--- config.mk ---
export PLATFORM = sky130hd
export DESIGN_NAME = press_classifier_flat
export DESIGN_NICKNAME = d
export VERILOG_FILES = /design/src/rtl/press_classifier_if.sv /design/src/rtl/press_classifier.sv /design/src/flat_wrapper.sv
export SDC_FILE = /design/constraint.sdc
export NUM_CORES = 1
export LEC_CHECK = 0
export BUFFER_PORTS_ARGS = -buffer_cell sky130_fd_sc_hd__buf_2
export CORE_ASPECT_RATIO = 1.5
export CORE_MARGIN = 5
export CORE_UTILIZATION = 50
export DETAILED_ROUTE_END_ITERATION = 10
export PLACE_DENSITY_LB_ADDON = 0.1
export SYNTH_ARGS = -nofsm -noshare
export SYNTH_HDL_FRONTEND = slang
export SYNTH_SLANG_ARGS = --single-unit
--- constraint.sdc ---
create_clock -name i_clk -period 3.1 [get_ports i_clk]
set_clock_uncertainty 0.1 [all_clocks]
set_input_delay 0.31 -clock i_clk [delete_from_list [all_inputs] [get_ports i_clk]]
set_output_delay 0.31 -clock i_clk [all_outputs]
set_load 0.01 [all_outputs]
--- src/rtl/press_classifier_if.sv ---
// Strobe bundle between the edge detectors, the gesture classifier and control logic.
// The master drives the press/release strobes; the slave returns the classified events.
interface press_classifier_if;
    logic i_press;
    logic i_release;
    logic o_short;
    logic o_long;
    logic o_double;
    logic o_busy;

    modport master (
        output i_press, i_release,
        input  o_short, o_long, o_double, o_busy
    );

    modport slave (
        input  i_press, i_release,
        output o_short, o_long, o_double, o_busy
    );
endinterface

--- src/rtl/press_classifier.sv ---
// Classifies debounced button press/release strobes into short, long and double events.
//
//  state    | meaning
//  ---------+------------------------------------------------------------
//  IDLE     | no gesture in progress
//  HELD     | button down, timing toward a long press
//  GAP      | released after a short hold, waiting for a second press
//  WAIT_REL | gesture already decided, waiting for the button to come up
module press_classifier #(
    parameter int LONG_CYCLES = 25000000,
    parameter int GAP_CYCLES  = 12500000,
    parameter int CNT_W       = 32
) (
    input  logic                i_clk,
    input  logic                i_rst_n,
    press_classifier_if.slave   bus
);
    typedef enum logic [1:0] {
        S_IDLE,
        S_HELD,
        S_GAP,
        S_WAIT_REL
    } state_t;

    localparam logic [CNT_W-1:0] LONG_TC = CNT_W'(LONG_CYCLES - 1);
    localparam logic [CNT_W-1:0] GAP_TC  = CNT_W'(GAP_CYCLES - 1);

    state_t           r_state, w_state_nxt;
    logic [CNT_W-1:0] r_cnt, w_cnt_nxt;
    logic             r_short, r_long, r_double;
    logic             w_short, w_long, w_double;
    logic             w_press, w_release;

    // Simultaneous press and release is a protocol violation: drop both.
    assign w_press   = bus.i_press & ~bus.i_release;
    assign w_release = bus.i_release & ~bus.i_press;

    always_ff @(posedge i_clk or negedge i_rst_n) begin
        if (!i_rst_n) begin
            r_state  <= S_IDLE;
            r_cnt    <= '0;
            r_short  <= 1'b0;
            r_long   <= 1'b0;
            r_double <= 1'b0;
        end else begin
            r_state  <= w_state_nxt;
            r_cnt    <= w_cnt_nxt;
            r_short  <= w_short;
            r_long   <= w_long;
            r_double <= w_double;
        end
    end

    always_comb begin
        w_state_nxt = r_state;
        w_cnt_nxt   = r_cnt;
        w_short     = 1'b0;
        w_long      = 1'b0;
        w_double    = 1'b0;
        unique case (r_state)
            S_IDLE: begin
                if (w_press) begin
                    w_state_nxt = S_HELD;
                    w_cnt_nxt   = '0;
                end
            end
            S_HELD: begin
                // A release on the terminal edge still counts as short.
                if (w_release) begin
                    w_state_nxt = S_GAP;
                    w_cnt_nxt   = '0;
                end else if (r_cnt == LONG_TC) begin
                    w_long      = 1'b1;
                    w_state_nxt = S_WAIT_REL;
                    w_cnt_nxt   = '0;
                end else begin
                    w_cnt_nxt   = r_cnt + CNT_W'(1);
                end
            end
            S_GAP: begin
                if (w_press) begin
                    w_double    = 1'b1;
                    w_state_nxt = S_WAIT_REL;
                    w_cnt_nxt   = '0;
                end else if (r_cnt == GAP_TC) begin
                    w_short     = 1'b1;
                    w_state_nxt = S_IDLE;
                    w_cnt_nxt   = '0;
                end else begin
                    w_cnt_nxt   = r_cnt + CNT_W'(1);
                end
            end
            S_WAIT_REL: begin
                if (w_release) begin
                    w_state_nxt = S_IDLE;
                    w_cnt_nxt   = '0;
                end
            end
            default: begin
                w_state_nxt = S_IDLE;
                w_cnt_nxt   = '0;
            end
        endcase
    end

    assign bus.o_short  = r_short;
    assign bus.o_long   = r_long;
    assign bus.o_double = r_double;
    assign bus.o_busy   = (r_state != S_IDLE);
endmodule

--- src/flat_wrapper.sv ---
// flat-port wrapper written by rule: the top's interface ports become plain ports
module press_classifier_flat 
#(
    parameter int LONG_CYCLES = 25000000,
    parameter int GAP_CYCLES  = 12500000,
    parameter int CNT_W       = 32
)
  (i_clk, i_rst_n, bus_i_press, bus_i_release, bus_o_short, bus_o_long, bus_o_double, bus_o_busy);
  press_classifier_if bus_i ();
  input  logic i_clk;
  input  logic i_rst_n;
  input wire logic [$bits(bus_i.i_press)-1:0] bus_i_press;
  input wire logic [$bits(bus_i.i_release)-1:0] bus_i_release;
  output wire logic [$bits(bus_i.o_short)-1:0] bus_o_short;
  output wire logic [$bits(bus_i.o_long)-1:0] bus_o_long;
  output wire logic [$bits(bus_i.o_double)-1:0] bus_o_double;
  output wire logic [$bits(bus_i.o_busy)-1:0] bus_o_busy;
  assign bus_i.i_press = bus_i_press;
  assign bus_i.i_release = bus_i_release;
  assign bus_o_short = bus_i.o_short;
  assign bus_o_long = bus_i.o_long;
  assign bus_o_double = bus_i.o_double;
  assign bus_o_busy = bus_i.o_busy;
  press_classifier #(.LONG_CYCLES(LONG_CYCLES), .GAP_CYCLES(GAP_CYCLES), .CNT_W(CNT_W)) u_core (.i_clk(i_clk), .i_rst_n(i_rst_n), .bus(bus_i));
endmodule
==> results.sh, run 1 <==
export IMPL_outcome="finished clean"
export IMPL_start_kind="flip-flop"
export IMPL_design_die_area_um2=5760
export IMPL_total_power_mw=1.50
export IMPL_met3_length_um=128
export IMPL_cts_root_buf="clkbuf_8"
export IMPL_slew_viol_final=0
export IMPL_io_pin_count=8
export IMPL_syn_inst=236
export IMPL_nets=255
export IMPL_hold_viol=0
export IMPL_fin_crit_sh=0.861
export IMPL_ff2ff_setup_slack_ns=0.43
export IMPL_remaining_drc_errors=0
export IMPL_core_region_area_um2=4210
export IMPL_endpoint_kind="flip-flop"
export IMPL_max_slew_margin_rel=0.463
export IMPL_required_ns=3.19
export IMPL_port_buffers=7
export IMPL_rsz0062_at_grt="false"
export IMPL_clk_latency_ns=0.29
export IMPL_fin_ws_ns=0.432
export IMPL_cts_buffer_depth=2
export IMPL_critPathLaunch="u_core.r_cnt[8]"
export IMPL_critPathKind="reg2reg"
export IMPL_initialDrtViolationCount=90
export IMPL_gr_total_overflow=0
export IMPL_routed_wl_mm=4.60
export IMPL_placedInstanceArea_um2=2240
export IMPL_syn_avg_cell_area_um2=9.15
export IMPL_h_tree_depth=2
export IMPL_stdcell_area_um2=2360
export IMPL_gp_congestion=0.828
export IMPL_worstMarginPinSlew_ns=0.806
export IMPL_dp_slack_ns=0.431
export IMPL_clock_sinks=37
export IMPL_power_density_nw_per_um2=635
export IMPL_r2r_end="u_core.r_cnt[3]"
export IMPL_rr_worst_depth=6
export IMPL_peakVddDrop_mv=0.456
export IMPL_period_needed_ns=2.67
export IMPL_wire_per_inst_um=15.8
export IMPL_met1_length_mm=2.06
export IMPL_dr_max_layer_used="met4"
export IMPL_cts_tree="yes"
export IMPL_hp_class="in2async"
export IMPL_synth_area_um2=2160
export IMPL_setup_violations=0
export IMPL_yosysTopAreaCellShare=0.429
export IMPL_synth_edff_count=0
export IMPL_worst_ep_arrival_time_ns=2.76
export IMPL_fmax_mhz=375
export IMPL_wl_met2_mm=2.28
export IMPL_postRouteAntennaNets=0
export IMPL_cts_resized=0
export IMPL_synthArstFlopShare=1.00
export IMPL_yosys_warnings=0
export IMPL_dp_hpwl_mm=3.31
export IMPL_row_count=29
export IMPL_grt_max_degree=38
export IMPL_synth_ff_type="dfrtp_1"
export IMPL_yosysSeqAreaShare=0.429
export IMPL_dr_pass1_iters=5
export IMPL_grt_pass1_wl_mm=7.98
export IMPL_synth_most_common_cell="dfrtp_1"
export IMPL_syn_nets=246
export IMPL_cts_hold_buf=0
export IMPL_area_growth_pct=9.10
export IMPL_yosysTopAreaCell="dfrtp_1"
export IMPL_synthTopCellsByArea="dfrtp_1, xnor2_1, nor2_1"
export IMPL_cts_made_buffers=5
export IMPL_leakage_nw=0.973
export IMPL_drive_above_1_share=0.102
export IMPL_ys_ff_latch=37
export IMPL_grt_antenna_before_repair=0
export IMPL_die_y_um=90.5
export IMPL_r2r_start="u_core.r_cnt[8]"
export IMPL_holdWs_ns=0.00552
export IMPL_crit_path_max_fanout=9
export IMPL_synth_common_cells="dfrtp_1, nor2_1, nand2_1, nand3_1, xnor2_1"
export IMPL_synthDistinctLibCells=47
export IMPL_diodes=0
export IMPL_setup_tns_ns=0
export IMPL_via_per_inst=5.98
export IMPL_start_util=0.513
export IMPL_max_cap_viol_count=0
export IMPL_grt_pass1_vias=1702
export IMPL_clkSlewWorstSetupHoldPaths_ns=0.08
export IMPL_vias=1747
export IMPL_gr_usage_all_layers=0.171
export IMPL_post_cts_buffers=0
export IMPL_die_w_um=63.7
==> worst max-delay path by stage <==
stage                 endpoint
2_1_floorplan  u_core.r_cnt[3]
3_3_place_gp   u_core.r_cnt[3]
3_5_place_dp   u_core.r_cnt[5]
4_1_cts        u_core.r_cnt[5]
5_1_grt        u_core.r_cnt[3]
6_report       u_core.r_cnt[3]
==> logic make-up after synthesis <==
group | Yosys count | share of synthesized area
and+or+nand+nor | 122 | 0.305
buffers and inverters | 16 | 0.0319
AOI/OAI and AO/OA | 36 | 0.121
DFF | 37 | 0.429
adders and majority gates | 6 | 0.0348
muxes | 2 | 0.00927
xor gates and xnor gates | 17 | 0.0689
==> area by class of cell <==
class | count | area (µm²)
Tap cell | 46 | 57.6
Sequential cell | 37 | 926
Clock buffer | 6 | 82.6
Timing Repair Buffer | 10 | 57.6
Inverter | 8 | 30.0
Clock inverter | 2 | 37.5
Fill cell | 381 | 1850
Multi-Input combinational cell | 183 | 1160
==> power breakdown <==
| group | total [mW] | leakage, nW | switching [mW] | internal (mW) |
|---|---|---|---|---|
| Combinational | 0.532 | 0.404 | 0.364 | 0.168 |
| Clock | 0.436 | 0.0574 | 0.174 | 0.262 |
| Sequential | 0.527 | 0.512 | 0.0213 | 0.506 |
| Total | 1.50 | 0.973 | 0.560 | 0.935 |
==> stage by stage <==
step,utilization,cells
after floorplan,-,236
after global placement,0.531,284
after detailed placement,0.531,284
after CTS,0.560,292
after global routing,0.560,292
final,0.560,292
==> flip-flops by register name, summed over array words and instances, names as in the netlist <==
signal	flops
u_core.bus.o_short	1
u_core.bus.o_double	1
u_core.r_state	2
u_core.bus.o_long	1
u_core.r_cnt	32
==> layout by cell type (no fill, tap or decap), drive strengths merged, types with 2 or more instances in the layout <==
| cell type | count |
|---|---|
| or4 | 2 |
| and4 | 4 |
| xor2 | 2 |
| o31ai | 3 |
| nor4b | 2 |
| buf | 10 |
| nor2 | 35 |
| clkbuf | 6 |
| a31oi | 4 |
| nand2b | 3 |
| nor3 | 10 |
| o311ai | 2 |
| ha | 6 |
| nand3 | 18 |
| inv | 8 |
| o2111ai | 2 |
| xnor2 | 15 |
| a21oi | 5 |
| a22o | 3 |
| mux2i | 2 |
| nor4 | 6 |
| o21ai | 8 |
| and3 | 4 |
| a21o | 3 |
| dfrtp | 37 |
| nand4 | 7 |
| and2 | 4 |
| nand2 | 21 |
==> worst max-delay path, cell delays in order (launching register included) <==
cell     delay, ns
dfrtp_1       0.43
or4_4         0.56
nor4_4        0.39
nand4_4       0.19
a31oi_2       0.48
nor2_1        0.17
a22o_1        0.24
==> metal layers <==
metal | up-vias | GRT usage
li1 | 867 | -
met1 | 843 | 0.208
met2 | 28 | 0.283
met3 | 9 | 0.0324
met4 | 0 | 0.0849
met5 | - | 0
Note: power is estimated with default switching activity, not from simulation.
==> run 2: changes to the inputs <==
Settings changed: PLACE_DENSITY set to 0.67, PLACE_DENSITY_LB_ADDON 0.1 to unset.
==> run 2 against run 1 <==
Fmax grew 2.2%; critical path depth unchanged; clock-buffer cell count shrank 1; routed wire length is essentially flat; final cell count is 0.34% lower; register-to-register slack better by 0.06 ns; global-route usage shrank 0.41 points; critical path type unchanged; non-clock buffer count is 1 lower.
==> results.sh, run 2 (same netlist as run 1, synthesis figures left out) <==
export IMPL_outcome="finished clean"
export IMPL_gr_usage_all_layers=0.167
export IMPL_endpoint_kind="flip-flop"
export IMPL_die_y_um=90.5
export IMPL_hp_class="in2async"
export IMPL_dr_pass1_iters=4
export IMPL_power_density_nw_per_um2=656
export IMPL_drive_above_1_share=0.0980
export IMPL_total_power_mw=1.55
export IMPL_cts_root_buf="clkbuf_8"
export IMPL_hold_viol=0
export IMPL_grt_pass1_wl_mm=7.86
export IMPL_core_region_area_um2=4210
export IMPL_fin_crit_sh=0.842
export IMPL_gr_total_overflow=0
export IMPL_dp_hpwl_mm=3.30
export IMPL_diodes=0
export IMPL_max_slew_margin_rel=0.441
export IMPL_gp_congestion=0.819
export IMPL_rr_worst_depth=6
export IMPL_setup_violations=0
export IMPL_remaining_drc_errors=0
export IMPL_clock_sinks=37
export IMPL_die_w_um=63.7
export IMPL_regMostFlops="u_core.r_cnt"
export IMPL_critPathLaunch="u_core.r_cnt[8]"
export IMPL_initialDrtViolationCount=124
export IMPL_area_growth_pct=9.39
export IMPL_reg_top3="u_core.r_cnt: 32 flops, u_core.r_state: 2 flops"
export IMPL_cts_tree="yes"
export IMPL_slew_viol_final=0
export IMPL_num_fill_cells=391
export IMPL_required_ns=3.19
export IMPL_r2r_start="u_core.r_cnt[8]"
export IMPL_leakage_nw=0.979
export IMPL_routed_wl_mm=4.60
export IMPL_postRouteAntennaNets=0
export IMPL_setup_tns_ns=0
export IMPL_critPathKind="reg2reg"
export IMPL_crit_path_max_fanout=9
export IMPL_max_cap_viol_count=0
export IMPL_start_util=0.513
export IMPL_rsz0062_at_grt="false"
export IMPL_fmax_mhz=383
export IMPL_regArea_um2=926
export IMPL_worstMarginPinSlew_ns=0.839
export IMPL_grt_antenna_before_repair=0
export IMPL_grt_max_degree=38
export IMPL_r2r_end="u_core.r_cnt[2]"
export IMPL_clkSlewWorstSetupHoldPaths_ns=0.09
export IMPL_period_needed_ns=2.61
export IMPL_largest_reg_flops=32
export IMPL_crit_end="u_core.r_cnt[2]"
export IMPL_clk_latency_ns=0.30
export IMPL_post_cts_buffers=0
export IMPL_row_count=29
export IMPL_nets=254
export IMPL_start_kind="flip-flop"
export IMPL_design_die_area_um2=5760
export IMPL_via_per_inst=6.00
export IMPL_final_cell_mix="dfrtp_1, nor2_1, nand2_1"
export IMPL_io_pin_count=8
export IMPL_cts_buffer_depth=2
export IMPL_peakVddDrop_mv=0.701
export IMPL_h_tree_depth=2
export IMPL_vias=1747
export IMPL_ff2ff_setup_slack_ns=0.49
export IMPL_grt_pass1_vias=1714
export IMPL_wire_per_inst_um=15.8
export IMPL_final_common_cell="dfrtp_1"
export IMPL_worst_ep_arrival_time_ns=2.70
export IMPL_port_buffers=7
export IMPL_multi_input_area_um2=1160
export IMPL_cts_made_buffers=5
export IMPL_cts_resized=0
export IMPL_cts_hold_buf=0
[run 2: cell types whose count changed in the layout (fill, tap and decap cells not counted), sizes merged]
| cell | change |
|---|---|
| clkinvlp | -1 |
| clkbuf | -1 |
| buf | -1 |
| clkinv | +1 |
| bufinv | +1 |
[run 2: stage by stage]
stage,std cells,setup WS (ns),hold WS [ns],instance area (µm²),util
2_1_floorplan,236,0.678,-0.0856,2160,-
3_5_place_dp,283,0.514,0.360,2230,0.529
4_1_cts,291,0.493,0.0378,2360,0.561
6_report,291,0.490,0.00902,2360,0.561
5_1_grt,291,0.281,0.0891,2360,0.561
3_3_place_gp,283,0.577,0.353,2230,0.529
[run 2: worst min-delay path by stage]
stage	startpoint	to	slack (ns)	cells after the start
2_1_floorplan	i_rst_n	u_core.bus.o_double	-0.09	0
3_3_place_gp	i_rst_n	u_core.bus.o_double	0.35	1
3_5_place_dp	i_rst_n	u_core.r_state[1]	0.36	1
4_1_cts	i_rst_n	u_core.bus.o_short	0.04	1
5_1_grt	i_rst_n	u_core.r_cnt[6]	0.09	1
6_report	i_rst_n	u_core.r_cnt[6]	0.009	1
[run 2: final cells by class]
class	count	area share
tap	46	0.0244
multi-input combinational	183	0.493
sequential	37	0.392
clock inverter	3	0.0275
inverter	8	0.0127
clock buffer	5	0.0291
timing repair buffer	9	0.0212
[run 2: routing by layer]
layer  track usage  vias to the layer above  part of all wire  routed length [µm]
met5             0                        -                 0                   0
met4        0.0849                        0             0.022                 102
met3        0.0361                        8             0.032                 147
met2         0.280                       32              0.52                2370
met1         0.197                      847              0.43                1980
li1              -                      860                 -                   -
[run 2: power breakdown]
group / switching (mW) / internal (mW) / total (mW)
logic: 0.359 / 0.168 / 0.528
registers: 0.0206 / 0.506 / 0.527
clock network: 0.176 / 0.320 / 0.496
[run 2: critical path, stage by stage (launching register included)]
cell and delay (ns):
dfrtp_1 0.43, or4_4 0.56, nor4_4 0.38, nand4_4 0.18, a31oi_2 0.44, nor2_1 0.17
a22o_1 0.24
==> run 3: changes to the inputs <==
Clock period 3.1 ns to 2.6 ns, I/O delays scaled along.
==> run 3 against run 2 <==
First-iteration DRC count is 36% lower; worst hold slack better by 0.16 ns; register-to-register slack worse by 0.38 ns; critical path type unchanged; highest routed layer unchanged.
==> results.sh, run 3 (same netlist as run 1, synthesis figures left out) <==
export IMPL_grt_pass1_vias=1702
export IMPL_holdWs_ns=0.169
export IMPL_final_common_cell="dfrtp_1"
export IMPL_switching_share=0.400
export IMPL_hold_viol=0
export IMPL_row_count=29
export IMPL_whs_path_depth=4
export IMPL_max_cap_viol_count=0
export IMPL_gp_congestion=0.813
export IMPL_gr_total_overflow=0
export IMPL_setup_tns_ns=0
export IMPL_clk_latency_ns=0.31
export IMPL_internal_power_mw=1.06
export IMPL_crit_path_max_fanout=11
export IMPL_r2r_start="u_core.r_cnt[9]"
export IMPL_die_y_um=90.5
export IMPL_clock_sinks=37
export IMPL_period_needed_ns=2.49
export IMPL_postRouteAntennaNets=0
export IMPL_start_util=0.513
export IMPL_power_density_nw_per_um2=731
export IMPL_setup_violations=0
export IMPL_design_die_area_um2=5760
export IMPL_gr_usage_all_layers=0.176
export IMPL_initialDrtViolationCount=79
export IMPL_vias=1796
export IMPL_regMostFlops="u_core.r_cnt"
export IMPL_cts_made_buffers=5
export IMPL_power_frac_comb=0.416
export IMPL_reg_top3="u_core.r_cnt: 32 flops, u_core.r_state: 2 flops"
export IMPL_worstMarginPinSlew_ns=0.803
export IMPL_grt_antenna_before_repair=0
export IMPL_p_seq_frac=0.355
export IMPL_nets=265
export IMPL_largest_reg_flops=32
export IMPL_required_ns=2.70
export IMPL_start_kind="flip-flop"
export IMPL_grt_max_degree=38
export IMPL_io_pin_count=8
export IMPL_routed_wl_mm=4.81
export IMPL_via_per_inst=5.95
export IMPL_remaining_drc_errors=0
export IMPL_grt_pass1_wl_mm=8.08
export IMPL_drive_above_1_share=0.145
export IMPL_max_slew_margin_rel=0.464
export IMPL_endpoint_kind="flip-flop"
export IMPL_hp_class="in2reg"
export IMPL_wire_per_inst_um=15.9
export IMPL_critPathKind="reg2reg"
export IMPL_rr_worst_depth=7
export IMPL_r2r_end="u_core.r_cnt[3]"
export IMPL_dr_pass1_iters=4
export IMPL_final_cell_mix="dfrtp_1, nor2_1, nand2_1"
export IMPL_h_tree_depth=2
export IMPL_rsz0062_at_grt="false"
export IMPL_total_power_mw=1.77
export IMPL_dp_hpwl_mm=3.44
export IMPL_pwr_share_clk=0.230
export IMPL_worst_ep_arrival_time_ns=2.59
export IMPL_core_region_area_um2=4210
export IMPL_clkSlewWorstSetupHoldPaths_ns=0.08
export IMPL_cts_root_buf="clkbuf_8"
export IMPL_slew_viol_final=0
export IMPL_holdCritStartpoint="bus_i_press"
export IMPL_port_buffers=7
export IMPL_leakage_nw=1.02
export IMPL_diodes=0
export IMPL_cts_buffer_depth=2
export IMPL_worstHoldEndpoint="u_core.bus.o_short"
export IMPL_cts_tree="yes"
export IMPL_outcome="finished clean"
export IMPL_fin_crit_sh=0.958
export IMPL_power_switching_mw=0.709
export IMPL_die_w_um=63.7
export IMPL_area_growth_pct=12.3
export IMPL_ff2ff_setup_slack_ns=0.11
export IMPL_fmax_mhz=402
export IMPL_peakVddDrop_mv=0.683
run 3: cell count changes in the layout (fill, tap and decap cells not counted), sizes merged:
| cell | before | now |
|---|---|---|
| clkinv | 1 | 2 |
| bufinv | 2 | 0 |
| dlygate4sd3 | 0 | 1 |
| buf | 9 | 19 |
| clkinvlp | 0 | 1 |
run 3: repair_timing:
action / CTS / global route
hold buffers: 1 / 0
resized for setup: 0 / 3
setup buffers: 0 / 1
endpoints found under the hold margin: 37 / 0
endpoints found under the setup margin: 0 / 1
run 3: how the worst max path moves through the flow:
stage / to / cells after the start / from / slack, ns
2_1_floorplan: u_core.r_cnt[3] / 7 / u_core.r_cnt[8] / 0.18
3_3_place_gp: u_core.r_cnt[3] / 6 / u_core.r_cnt[8] / 0.19
3_5_place_dp: u_core.r_cnt[3] / 6 / u_core.r_cnt[8] / 0.15
4_1_cts: u_core.r_cnt[3] / 7 / u_core.r_cnt[8] / 0.14
5_1_grt: u_core.r_cnt[9] / 8 / u_core.r_cnt[29] / 0.02
6_report: u_core.r_cnt[3] / 7 / u_core.r_cnt[9] / 0.11
run 3: power by group through the flow:
stage / Clock [mW] / Combinational [mW] / Sequential, mW
after floorplan: 0 / 0.509 / 0.634
after global placement: 0 / 0.722 / 0.639
after detailed placement: 0 / 0.720 / 0.640
after CTS: 0.410 / 0.725 / 0.629
final: 0.407 / 0.737 / 0.628
after global routing: 0.441 / 0.823 / 0.632
run 3: per-stage QoR:
step	utilization	cells	instance area (µm²)	setup WS (ns)
2_1_floorplan	-	236	2160	0.178
3_3_place_gp	0.548	292	2310	0.194
3_5_place_dp	0.548	292	2310	0.150
4_1_cts	0.571	301	2400	0.143
5_1_grt	0.576	302	2430	0.0211
6_report	0.576	302	2430	0.110
run 3: metal layers:
| metal | up-vias | share of wire | global-route usage |
|---|---|---|---|
| met5 | - | 0 | 0 |
| met4 | 0 | 0.032 | 0.0867 |
| met3 | 13 | 0.036 | 0.0411 |
| met2 | 40 | 0.51 | 0.292 |
| met1 | 856 | 0.42 | 0.210 |
| li1 | 887 | - | - |
run 3: cell type report:
type                    count  area, µm²
repair buffers             20        148
inverters                   8       30.0
flip-flops and latches     37        926
fillers                   394       1780
well taps                  46       57.6
multi-input cells         183       1180
clock inverters             3       17.5
clock buffers               5       68.8
run 3: worst max-delay path, cell delays in order, from the launching register on:
cell     delay (ns)
dfrtp_1        0.39
or4_4          0.56
nor4_4         0.38
buf_4          0.17
a31oi_1        0.12
a31o_4         0.32
a21o_1         0.17
a22o_1         0.17
